File: config.mk
export PLATFORM = sky130hd
export DESIGN_NAME = ibex_regfile_cached
export DESIGN_NICKNAME = d
export VERILOG_FILES = /design/src/rtl/ibex_rf_cache_pkg.sv /design/src/rtl/ibex_rf_cache_tag_cam.sv /design/src/rtl/ibex_regfile_cached.sv
export SDC_FILE = /design/constraint.sdc
export NUM_CORES = 2
export LEC_CHECK = 0
export CORE_MARGIN = 1
export CORE_UTILIZATION = 65
export DETAILED_ROUTE_END_ITERATION = 10
export GPL_TIMING_DRIVEN = 0
export PLACE_DENSITY_LB_ADDON = 0.3
export SLEW_MARGIN = 40
export SYNTH_ARGS = -nofsm -noshare
export SYNTH_HDL_FRONTEND = slang
export SYNTH_SLANG_ARGS = --single-unit
File: constraint.sdc
create_clock -name clk_i -period 6.6 [get_ports clk_i]
set_input_delay 1.65 -clock clk_i [delete_from_list [all_inputs] [get_ports clk_i]]
set_output_delay 1.65 -clock clk_i [all_outputs]
set_load 0.03 [all_outputs]
File: src/rtl/ibex_rf_cache_pkg.sv
// Shared types for the cached register file: fill FSM states, cache entry layout, x0 constant.
// Optional hit/miss counters are compiled in with IBEX_RF_CACHE_PERF_EN.
package ibex_rf_cache_pkg;

  typedef enum logic [1:0] {
    IDLE   = 2'd0,
    FILL_A = 2'd1,
    FILL_B = 2'd2
  } rf_cache_state_e;

  localparam int unsigned RfMaxDataWidth = 32;
  localparam logic [4:0]  RegX0          = 5'd0;

  typedef struct packed {
    logic                      valid;
    logic [4:0]                tag;
    logic [RfMaxDataWidth-1:0] data;
  } rf_cache_entry_t;

  // RV32E has 16 registers; address bit 4 is ignored so x16..x31 alias x0..x15.
  function automatic logic [4:0] rf_norm_addr(input logic [4:0] addr, input bit rv32e);
    return rv32e ? {1'b0, addr[3:0]} : addr;
  endfunction

endpackage

File: src/rtl/ibex_rf_cache_tag_cam.sv
// Fully associative tag/valid/data array: two combinational lookup ports, a write-through
// update-by-tag port, an allocate-by-index port and a flush that clears every valid bit.
module ibex_rf_cache_tag_cam
  import ibex_rf_cache_pkg::*;
#(
  parameter int unsigned DataWidth    = 32,
  parameter int unsigned CacheEntries = 4,
  localparam int unsigned IdxW        = $clog2(CacheEntries)
) (
  input  logic                 clk_i,
  input  logic                 rst_ni,
  input  logic                 i_flush,
  input  logic [4:0]           i_tag_a,
  output logic                 o_hit_a,
  output logic [DataWidth-1:0] o_data_a,
  input  logic [4:0]           i_tag_b,
  output logic                 o_hit_b,
  output logic [DataWidth-1:0] o_data_b,
  input  logic                 i_upd_en,
  input  logic [4:0]           i_upd_tag,
  input  logic [DataWidth-1:0] i_upd_data,
  input  logic                 i_alloc_en,
  input  logic [IdxW-1:0]      i_alloc_idx,
  input  logic [4:0]           i_alloc_tag,
  input  logic [DataWidth-1:0] i_alloc_data
);

  rf_cache_entry_t r_entries [CacheEntries];

  // Tags are unique, so at most one entry matches per port.
  always_comb begin
    o_hit_a  = 1'b0;
    o_data_a = '0;
    o_hit_b  = 1'b0;
    o_data_b = '0;
    for (int i = 0; i < CacheEntries; i++) begin
      if (r_entries[i].valid && (r_entries[i].tag == i_tag_a)) begin
        o_hit_a  = 1'b1;
        o_data_a = DataWidth'(r_entries[i].data);
      end
      if (r_entries[i].valid && (r_entries[i].tag == i_tag_b)) begin
        o_hit_b  = 1'b1;
        o_data_b = DataWidth'(r_entries[i].data);
      end
    end
  end

  always_ff @(posedge clk_i or negedge rst_ni) begin
    if (!rst_ni) begin
      for (int i = 0; i < CacheEntries; i++) r_entries[i] <= '0;
    end else begin
      for (int i = 0; i < CacheEntries; i++) begin
        if (i_flush) begin
          r_entries[i].valid <= 1'b0;
        end else if (i_alloc_en && (i_alloc_idx == IdxW'(i))) begin
          r_entries[i] <= '{valid: 1'b1, tag: i_alloc_tag, data: RfMaxDataWidth'(i_alloc_data)};
        end else if (i_upd_en && r_entries[i].valid && (r_entries[i].tag == i_upd_tag)) begin
          r_entries[i].data <= RfMaxDataWidth'(i_upd_data);
        end
      end
    end
  end

endmodule

File: src/rtl/ibex_regfile_cached.sv
// Register file with write-through backing store and a round-robin read cache; read misses
// stall ID for a fixed fill latency. Define IBEX_RF_CACHE_PERF_EN to add hit/miss counters.
module ibex_regfile_cached
  import ibex_rf_cache_pkg::*;
#(
  parameter bit          RV32E        = 1'b0,
  parameter int unsigned DataWidth    = 32,
  parameter int unsigned CacheEntries = 4,
  parameter int unsigned MissLatency  = 2
) (
  input  logic                 clk_i,
  input  logic                 rst_ni,
  input  logic                 re_a_i,
  input  logic [4:0]           raddr_a_i,
  output logic [DataWidth-1:0] rdata_a_o,
  input  logic                 re_b_i,
  input  logic [4:0]           raddr_b_i,
  output logic [DataWidth-1:0] rdata_b_o,
  input  logic                 we_a_i,
  input  logic [4:0]           waddr_a_i,
  input  logic [DataWidth-1:0] wdata_a_i,
  input  logic                 flush_i,
  output logic                 stall_o,
`ifdef IBEX_RF_CACHE_PERF_EN
  output logic [31:0]          hit_cnt_o,
  output logic [31:0]          miss_cnt_o,
`endif
  output rf_cache_state_e      dbg_state_o
);

  localparam int unsigned NumRegs = RV32E ? 16 : 32;
  localparam int unsigned AddrW   = RV32E ? 4 : 5;
  localparam int unsigned IdxW    = $clog2(CacheEntries);
  localparam int unsigned CntW    = (MissLatency > 1) ? $clog2(MissLatency) : 1;
  localparam logic [CntW-1:0] CntInit = CntW'(MissLatency - 1);

  if ((CacheEntries < 2) || ((CacheEntries & (CacheEntries - 1)) != 0)) begin : g_bad_entries
    $error("CacheEntries must be a power of 2 and at least 2");
  end
  if (MissLatency < 1) begin : g_bad_latency
    $error("MissLatency must be at least 1");
  end
  if ((DataWidth < 1) || (DataWidth > RfMaxDataWidth)) begin : g_bad_width
    $error("DataWidth out of range");
  end

  logic [DataWidth-1:0] r_mem [NumRegs];
  rf_cache_state_e      r_state, w_state_nxt;
  logic [CntW-1:0]      r_cnt, w_cnt_nxt;
  logic [4:0]           r_fill_addr, w_fill_addr_nxt;
  logic [IdxW-1:0]      r_victim;

  logic [4:0]           w_addr_a, w_addr_b, w_waddr;
  logic                 w_rd_a_en, w_rd_b_en, w_we;
  logic                 w_hit_a, w_hit_b, w_miss_a, w_miss_b;
  logic [DataWidth-1:0] w_cam_data_a, w_cam_data_b, w_fill_data;
  logic                 w_fill_done, w_alloc_en;

  assign w_addr_a  = rf_norm_addr(raddr_a_i, RV32E);
  assign w_addr_b  = rf_norm_addr(raddr_b_i, RV32E);
  assign w_waddr   = rf_norm_addr(waddr_a_i, RV32E);
  assign w_rd_a_en = re_a_i && (w_addr_a != RegX0);
  assign w_rd_b_en = re_b_i && (w_addr_b != RegX0);
  assign w_we      = we_a_i && (w_waddr != RegX0);
  assign w_miss_a  = w_rd_a_en && !w_hit_a;
  assign w_miss_b  = w_rd_b_en && !w_hit_b;
  assign rdata_a_o = (w_rd_a_en && w_hit_a) ? w_cam_data_a : '0;
  assign rdata_b_o = (w_rd_b_en && w_hit_b) ? w_cam_data_b : '0;

  // A write landing on the fill address in the completion cycle must win over the stale store.
  assign w_fill_done = (r_state != IDLE) && (r_cnt == '0);
  assign w_fill_data = (w_we && (w_waddr == r_fill_addr)) ? wdata_a_i
                                                          : r_mem[r_fill_addr[AddrW-1:0]];
  assign w_alloc_en  = w_fill_done && !flush_i;

  ibex_rf_cache_tag_cam #(
    .DataWidth   (DataWidth),
    .CacheEntries(CacheEntries)
  ) u_tag_cam (
    .clk_i       (clk_i),
    .rst_ni      (rst_ni),
    .i_flush     (flush_i),
    .i_tag_a     (w_addr_a),
    .o_hit_a     (w_hit_a),
    .o_data_a    (w_cam_data_a),
    .i_tag_b     (w_addr_b),
    .o_hit_b     (w_hit_b),
    .o_data_b    (w_cam_data_b),
    .i_upd_en    (w_we),
    .i_upd_tag   (w_waddr),
    .i_upd_data  (wdata_a_i),
    .i_alloc_en  (w_alloc_en),
    .i_alloc_idx (r_victim),
    .i_alloc_tag (r_fill_addr),
    .i_alloc_data(w_fill_data)
  );

  always_ff @(posedge clk_i or negedge rst_ni) begin
    if (!rst_ni) begin
      for (int i = 0; i < NumRegs; i++) r_mem[i] <= '0;
    end else if (w_we) begin
      r_mem[w_waddr[AddrW-1:0]] <= wdata_a_i;
    end
  end

  // The B fill is skipped when it targets the address the A fill just allocated.
  always_comb begin
    w_state_nxt     = r_state;
    w_cnt_nxt       = r_cnt;
    w_fill_addr_nxt = r_fill_addr;
    stall_o         = 1'b0;
    case (r_state)
      IDLE: begin
        stall_o = w_miss_a || w_miss_b;
        if (w_miss_a) begin
          w_state_nxt     = FILL_A;
          w_fill_addr_nxt = w_addr_a;
          w_cnt_nxt       = CntInit;
        end else if (w_miss_b) begin
          w_state_nxt     = FILL_B;
          w_fill_addr_nxt = w_addr_b;
          w_cnt_nxt       = CntInit;
        end
      end
      FILL_A: begin
        stall_o = 1'b1;
        if (w_fill_done) begin
          if (w_miss_b && (w_addr_b != r_fill_addr)) begin
            w_state_nxt     = FILL_B;
            w_fill_addr_nxt = w_addr_b;
            w_cnt_nxt       = CntInit;
          end else begin
            w_state_nxt = IDLE;
          end
        end else begin
          w_cnt_nxt = r_cnt - 1'b1;
        end
      end
      FILL_B: begin
        stall_o = 1'b1;
        if (w_fill_done) w_state_nxt = IDLE;
        else             w_cnt_nxt   = r_cnt - 1'b1;
      end
      default: w_state_nxt = IDLE;
    endcase
    if (flush_i) w_state_nxt = IDLE;
  end

  always_ff @(posedge clk_i or negedge rst_ni) begin
    if (!rst_ni) begin
      r_state     <= IDLE;
      r_cnt       <= '0;
      r_fill_addr <= '0;
      r_victim    <= '0;
    end else begin
      r_state     <= w_state_nxt;
      r_cnt       <= w_cnt_nxt;
      r_fill_addr <= w_fill_addr_nxt;
      if (w_alloc_en) r_victim <= r_victim + IdxW'(1);
    end
  end

  assign dbg_state_o = r_state;

`ifdef IBEX_RF_CACHE_PERF_EN
  logic [31:0] r_hit_cnt, r_miss_cnt;
  logic [32:0] w_hit_sum;

  assign w_hit_sum = {1'b0, r_hit_cnt} + {32'd0, w_rd_a_en} + {32'd0, w_rd_b_en};

  always_ff @(posedge clk_i or negedge rst_ni) begin
    if (!rst_ni) begin
      r_hit_cnt  <= '0;
      r_miss_cnt <= '0;
    end else begin
      if (!stall_o) r_hit_cnt <= w_hit_sum[32] ? '1 : w_hit_sum[31:0];
      if (w_alloc_en && (r_miss_cnt != '1)) r_miss_cnt <= r_miss_cnt + 32'd1;
    end
  end

  assign hit_cnt_o  = r_hit_cnt;
  assign miss_cnt_o = r_miss_cnt;
`endif

endmodule

### After elaboration in Yosys (flattened, before gate mapping)

Index checks and enable logic that the tools add are counted.

* register bits after elaboration: 1186
* input bits: 53
* output and inout port bits: 67

* add/subtract/negate cells: 2
* magnitude comparators: 3
* eq/ne operators: 27
* multiplexer cells: 60
* bitwise logic cells: 4
* reduce and logical (&&, ||, !) cells: 64

Operators by type and width (count)
* 1024-bit bitwise mux: 1
* 32-bit two-way mux: 22
* 32-bit binary-select mux with 5-bit select: 1
* 32-bit demux with 5-bit select: 1
* 5-bit == test: 13
* 1-bit logical AND: 32
* 6-bit two-way mux: 4
* 5-bit two-way mux: 4
* 2-bit nonzero test: 10
* 1-bit two-way mux: 17
* 2-bit AND reduction: 8
* 5-bit nonzero test: 3
* 6-bit greater-or-equal comparator (second input constant): 2
* 2-bit two-way mux: 6
* 3-bit inequality test (second input constant): 4
* 5-bit inverter with 6-bit output: 2
* 5-bit case mux with 2 select lines: 1
* 4-bit AND reduction: 2
* 2-bit == test (second input constant): 3
* 6-bit by 1-bit less-than comparator with 1-bit output (second input constant): 1
* 2-bit inequality test (second input constant): 3
* 2-bit case mux with 3 select lines: 1
* 5-bit inequality test: 1
* 2-bit by 1-bit == test with 1-bit output (second input constant): 2
* other kinds (12): 16

### Longest topological paths before layout

* word-level depth: 13
* mapped depth: 11
* gate-level depth less buffers: 8

### Modules after synthesis

A second synthesis with hierarchy kept.

* cell total of the unflattened synthesis: 4522
* area, all modules: 58168.3 um^2

By module, submodules not included
* ibex_regfile_cached: times used 1, cells each 3512, area an instance 48519.0 um^2
* ibex_rf_cache_tag_cam: times used 1, cells each 1010, area an instance 9649.3 um^2

### Worst setup path before layout

Ideal clock, no wire load.

* path type: input to output
* start point: input raddr_b_i[3]
* end point: output rdata_b_o[10]
* arrival time: 3711 ps
* data required time: 4950 ps
* setup slack: 1239 ps
* stages: 8
* path through: clkbuf_1 xnor2_1 nand4_1 nor3_1 clkbuf_1 a221o_1 o211ai_1 a21oi_1

* cells in the longest elaborated chain, start to end: 8
* elaborated cells between the ends (all ways): 20
* classes of those cells: eq/ne (4); mux (9); reduce/logical (7)

Ends and longest elaborated chain
* from (decl): RTL line ibex_regfile_cached.sv:17 `input logic [4:0] raddr_b_i,`
* 5-bit == test: RTL line ibex_rf_cache_tag_cam.sv:41 `if (r_entries[i].valid && (r_entries[i].tag == i_tag_b)) begin`
* 1-bit logical AND: RTL line ibex_rf_cache_tag_cam.sv:41
* 1-bit two-way mux (4 in series): RTL line ibex_rf_cache_tag_cam.sv:41
* 1-bit logical AND: RTL line ibex_regfile_cached.sv:68 `assign rdata_b_o = (w_rd_b_en && w_hit_b) ? w_cam_data_b : '0;`
* 32-bit two-way mux *: RTL line ibex_regfile_cached.sv:68
* to (decl): RTL line ibex_regfile_cached.sv:18 `output logic [DataWidth-1:0] rdata_b_o,`

Every way passes the cells marked *; elsewhere a longest branch is shown, timed or not.

### Final worst setup path

* start point: input raddr_b_i[0]
* end point: output rdata_b_o[7]

The elaborated chain is that of the path after synthesis.

==> run metrics <==
status=completed; HPWL Detailed=111 mm; DR pass1 iterations=9; Final TNS setup=0 ns; hold slack=0.458 ns; final-report max-slew violation count=0; Core ar.=0.0851 mm2; final wirelength=164 mm; RSZ-0062 raised after global routing=no; top post-synthesis cells by area=dfrtp_1, mux2_2, mux4_2; Die Height=295 um; Cell Rows=107; Tmin final=6.56 ns; GR Util All Layers=38.7%; CP max FO=10; clock-pin slew on the worst setup and hold paths=0.06 ns; routability cong.=0.946; #FFs+latches synth=1186; Yosys warnings=0; Ports=120; Cell variety after synth=48; MaxCap Viol Count=0; Routed WL per cell=31.3 um; Non-Filler Instances=5246; maximum vdd ir drop=0.295 mV; Post-CTS Setup Bufs=0; Post-synth EDFFs=0; CP Launch Type=input port; Clk Latency, worst-skew pair=0.71 ns; Reg2Reg Setup Slack=2.52 ns; ys flop type=dfrtp_1; CP Data Arrival Time=4.91 ns; CTS H-tree depth=3; first-pass GRT wire length=244 mm; Post-Syn Nets=3854; area leader, netlist=dfrtp_1; f_max=152 MHz; post-synth top area share=53.1%; share of cells above drive strength 1=42.2%; Worst Skew=0.0271 ns; Die X-Extent=295 um; share of synthesized registers carrying an async set or reset=100%; area delta synth->final=12.2%; Final nets=4065; gr ovfl total=0; syn_area_per_cell=14.7 um2; DRC=0; Hold Fails Final Rpt=0; DR iter-0 viols=4073; period utilization=99.4%; P_leak=27.7 nW; register area share after synthesis=53.1%; Starting Density=65.7%; WS Path Type=in2out; WP data required=4.95 ns; antenna violations before repair=4; port bufs=77; clock buffer depth=3; largest net degree at the start of global routing=110; Hold Buf Count CTS=0; ANT nets after route=0; via count of the first global-routing pass=37.3k; vias=36.5k; Die ar.=0.0872 mm2; Hold Path Class=reg2reg; Synth Instances=3792; max_slew headroom=38.2%; cts bufs inserted=119; Worst-Margin Slew=0.927 ns; Vias/cell=6.96; P per Cell Area=399 mW/mm2; Num Clock Sinks=1186; final setup violating endpoints=0; Placed Cells=5026; CP endpoint kind=output pin; mapped cell area=0.0559 mm2; root buffer cell=clkbuf_16; CTS tree=done
per-stage QoR:
step / cell area, um2 / utilization [%] / total power, mW / setup slack [ns]
3_3_place_gp: 58100 / 68.2 / 17.9 / -49.10
5_1_grt: 62700 / 73.7 / 25.8 / 0.00351
2_1_floorplan: 55900 / - / 15.3 / 1.24
3_5_place_dp: 58600 / 68.8 / 18.0 / -0.493
6_report: 62700 / 73.7 / 25.0 / 0.0402
4_1_cts: 62600 / 73.5 / 24.8 / -0.158
critical path, cell delays in order:
cell and delay, ns:
clkbuf_2 0.19, xor2_1 0.18, nor4_1 0.42, nand3_2 0.34
nand4b_1 0.32, nand2_1 0.31, clkbuf_2 0.37, a21oi_2 0.33
clkdlybuf4s50_1 0.77
worst paths after layout:
check | startpoint | endpoint | depth (start not counted)
hold reg to reg | r_mem[1006]$_DFFE_PN0P_ | r_mem[1006]$_DFFE_PN0P_ | 1
setup reg to reg | r_fill_addr[1]$_DFFE_PN0P_ | u_tag_cam.r_entries[42]$_DFFE_PN0P_ | 8
min in group asynchronous | rst_ni | u_tag_cam.r_entries[66]$_DFFE_PN0P_ | 1
max in group asynchronous | rst_ni | r_mem[72]$_DFFE_PN0P_ | 6
setup / recovery | raddr_b_i[0] | rdata_b_o[7] | 9
hold / removal | r_mem[1006]$_DFFE_PN0P_ | r_mem[1006]$_DFFE_PN0P_ | 1
synthesized netlist by cell type (all sizes together) (6+ instances only):
| cell type | instances |
|---|---|
| mux4 | 320 |
| xnor2 | 23 |
| and3 | 6 |
| clkbuf | 286 |
| inv | 12 |
| dfrtp | 1186 |
| nor2 | 153 |
| ha | 9 |
| o211ai | 64 |
| nor4 | 12 |
| nor3 | 7 |
| buf | 152 |
| mux2 | 1002 |
| a21oi | 65 |
| mux2i | 32 |
| o21ai | 14 |
| a221o | 192 |
| nand2 | 155 |
| xor2 | 48 |
| nand3 | 11 |
cells by family (layout without fill, tap and decap cells):
logic type / count (synthesis) / after routing / share of synthesized area (%)
AND/OR/NAND/NOR: 376 / 376 / 2.85
flip-flops: 1186 / 1186 / 53.1
buffers and inverters: 450 / 757 / 3.21
AO/OA/AOI/OAI: 346 / 346 / 5.18
multiplexers: 1354 / 1354 / 34.4
XOR/XNOR: 71 / 71 / 1.11
other: 0 / 3 / 0
adder cells (fa/ha/maj): 9 / 9 / 0.201
placed cells by master, fill, tap and decap left out, types with 53 or more instances in the layout:
master | netlist | final
nor2_1 | 153 | 151
clkbuf_1 | 286 | 252
dfrtp_1 | 1186 | 1186
nand2_1 | 155 | 155
o211ai_1 | 64 | 64
clkbuf_16 | 0 | 120
buf_1 | 106 | 53
mux2_2 | 988 | 988
clkdlybuf4s50_1 | 0 | 67
mux4_2 | 320 | 320
a221o_1 | 192 | 192
clkbuf_2 | 0 | 77
buf_2 | 38 | 71
timing repair:
item | CTS | global route
resized for setup | 15 | 28
setup endpoints to repair | 25 | 36
endpoints found under the hold margin | 0 | 0
flip-flops by register name, indices dropped and copies added, names as in the netlist:
register,flops
u_tag_cam.r_entries,152
r_cnt,1
r_victim,2
r_fill_addr,5
r_mem,1024
dbg_state_o,2
cell type report:
cell class | count | area (um2)
inverters | 12 | 45.0
well taps | 1144 | 1430
fillers | 5239 | 22400
plain buffers | 438 | 1890
clock inverters | 35 | 354
flip-flops and latches | 1186 | 29700
clock buffers | 182 | 3630
multi-input cells | 2156 | 24500
repair buffers | 90 | 1150
diodes | 3 | 7.51
where the power goes:
part / switching, mW / total (mW) / leakage (nW) / internal, mW
sequential: 0.944 / 9.70 / 15.3 / 8.75
clock: 2.88 / 6.87 / 1.99 / 3.99
combinational: 4.36 / 8.46 / 10.3 / 4.10
metal layers:
metal / part of all wire, % / GRT usage [%] / up-vias
met5: 0.013 / 0 / -
met4: 5.8 / 18.8 / 4
met3: 11 / 11.9 / 550
met2: 45 / 57.3 / 2134
met1: 38 / 52.7 / 19300
li1: - / - / 14600
Power figures use the tool's default switching activity.
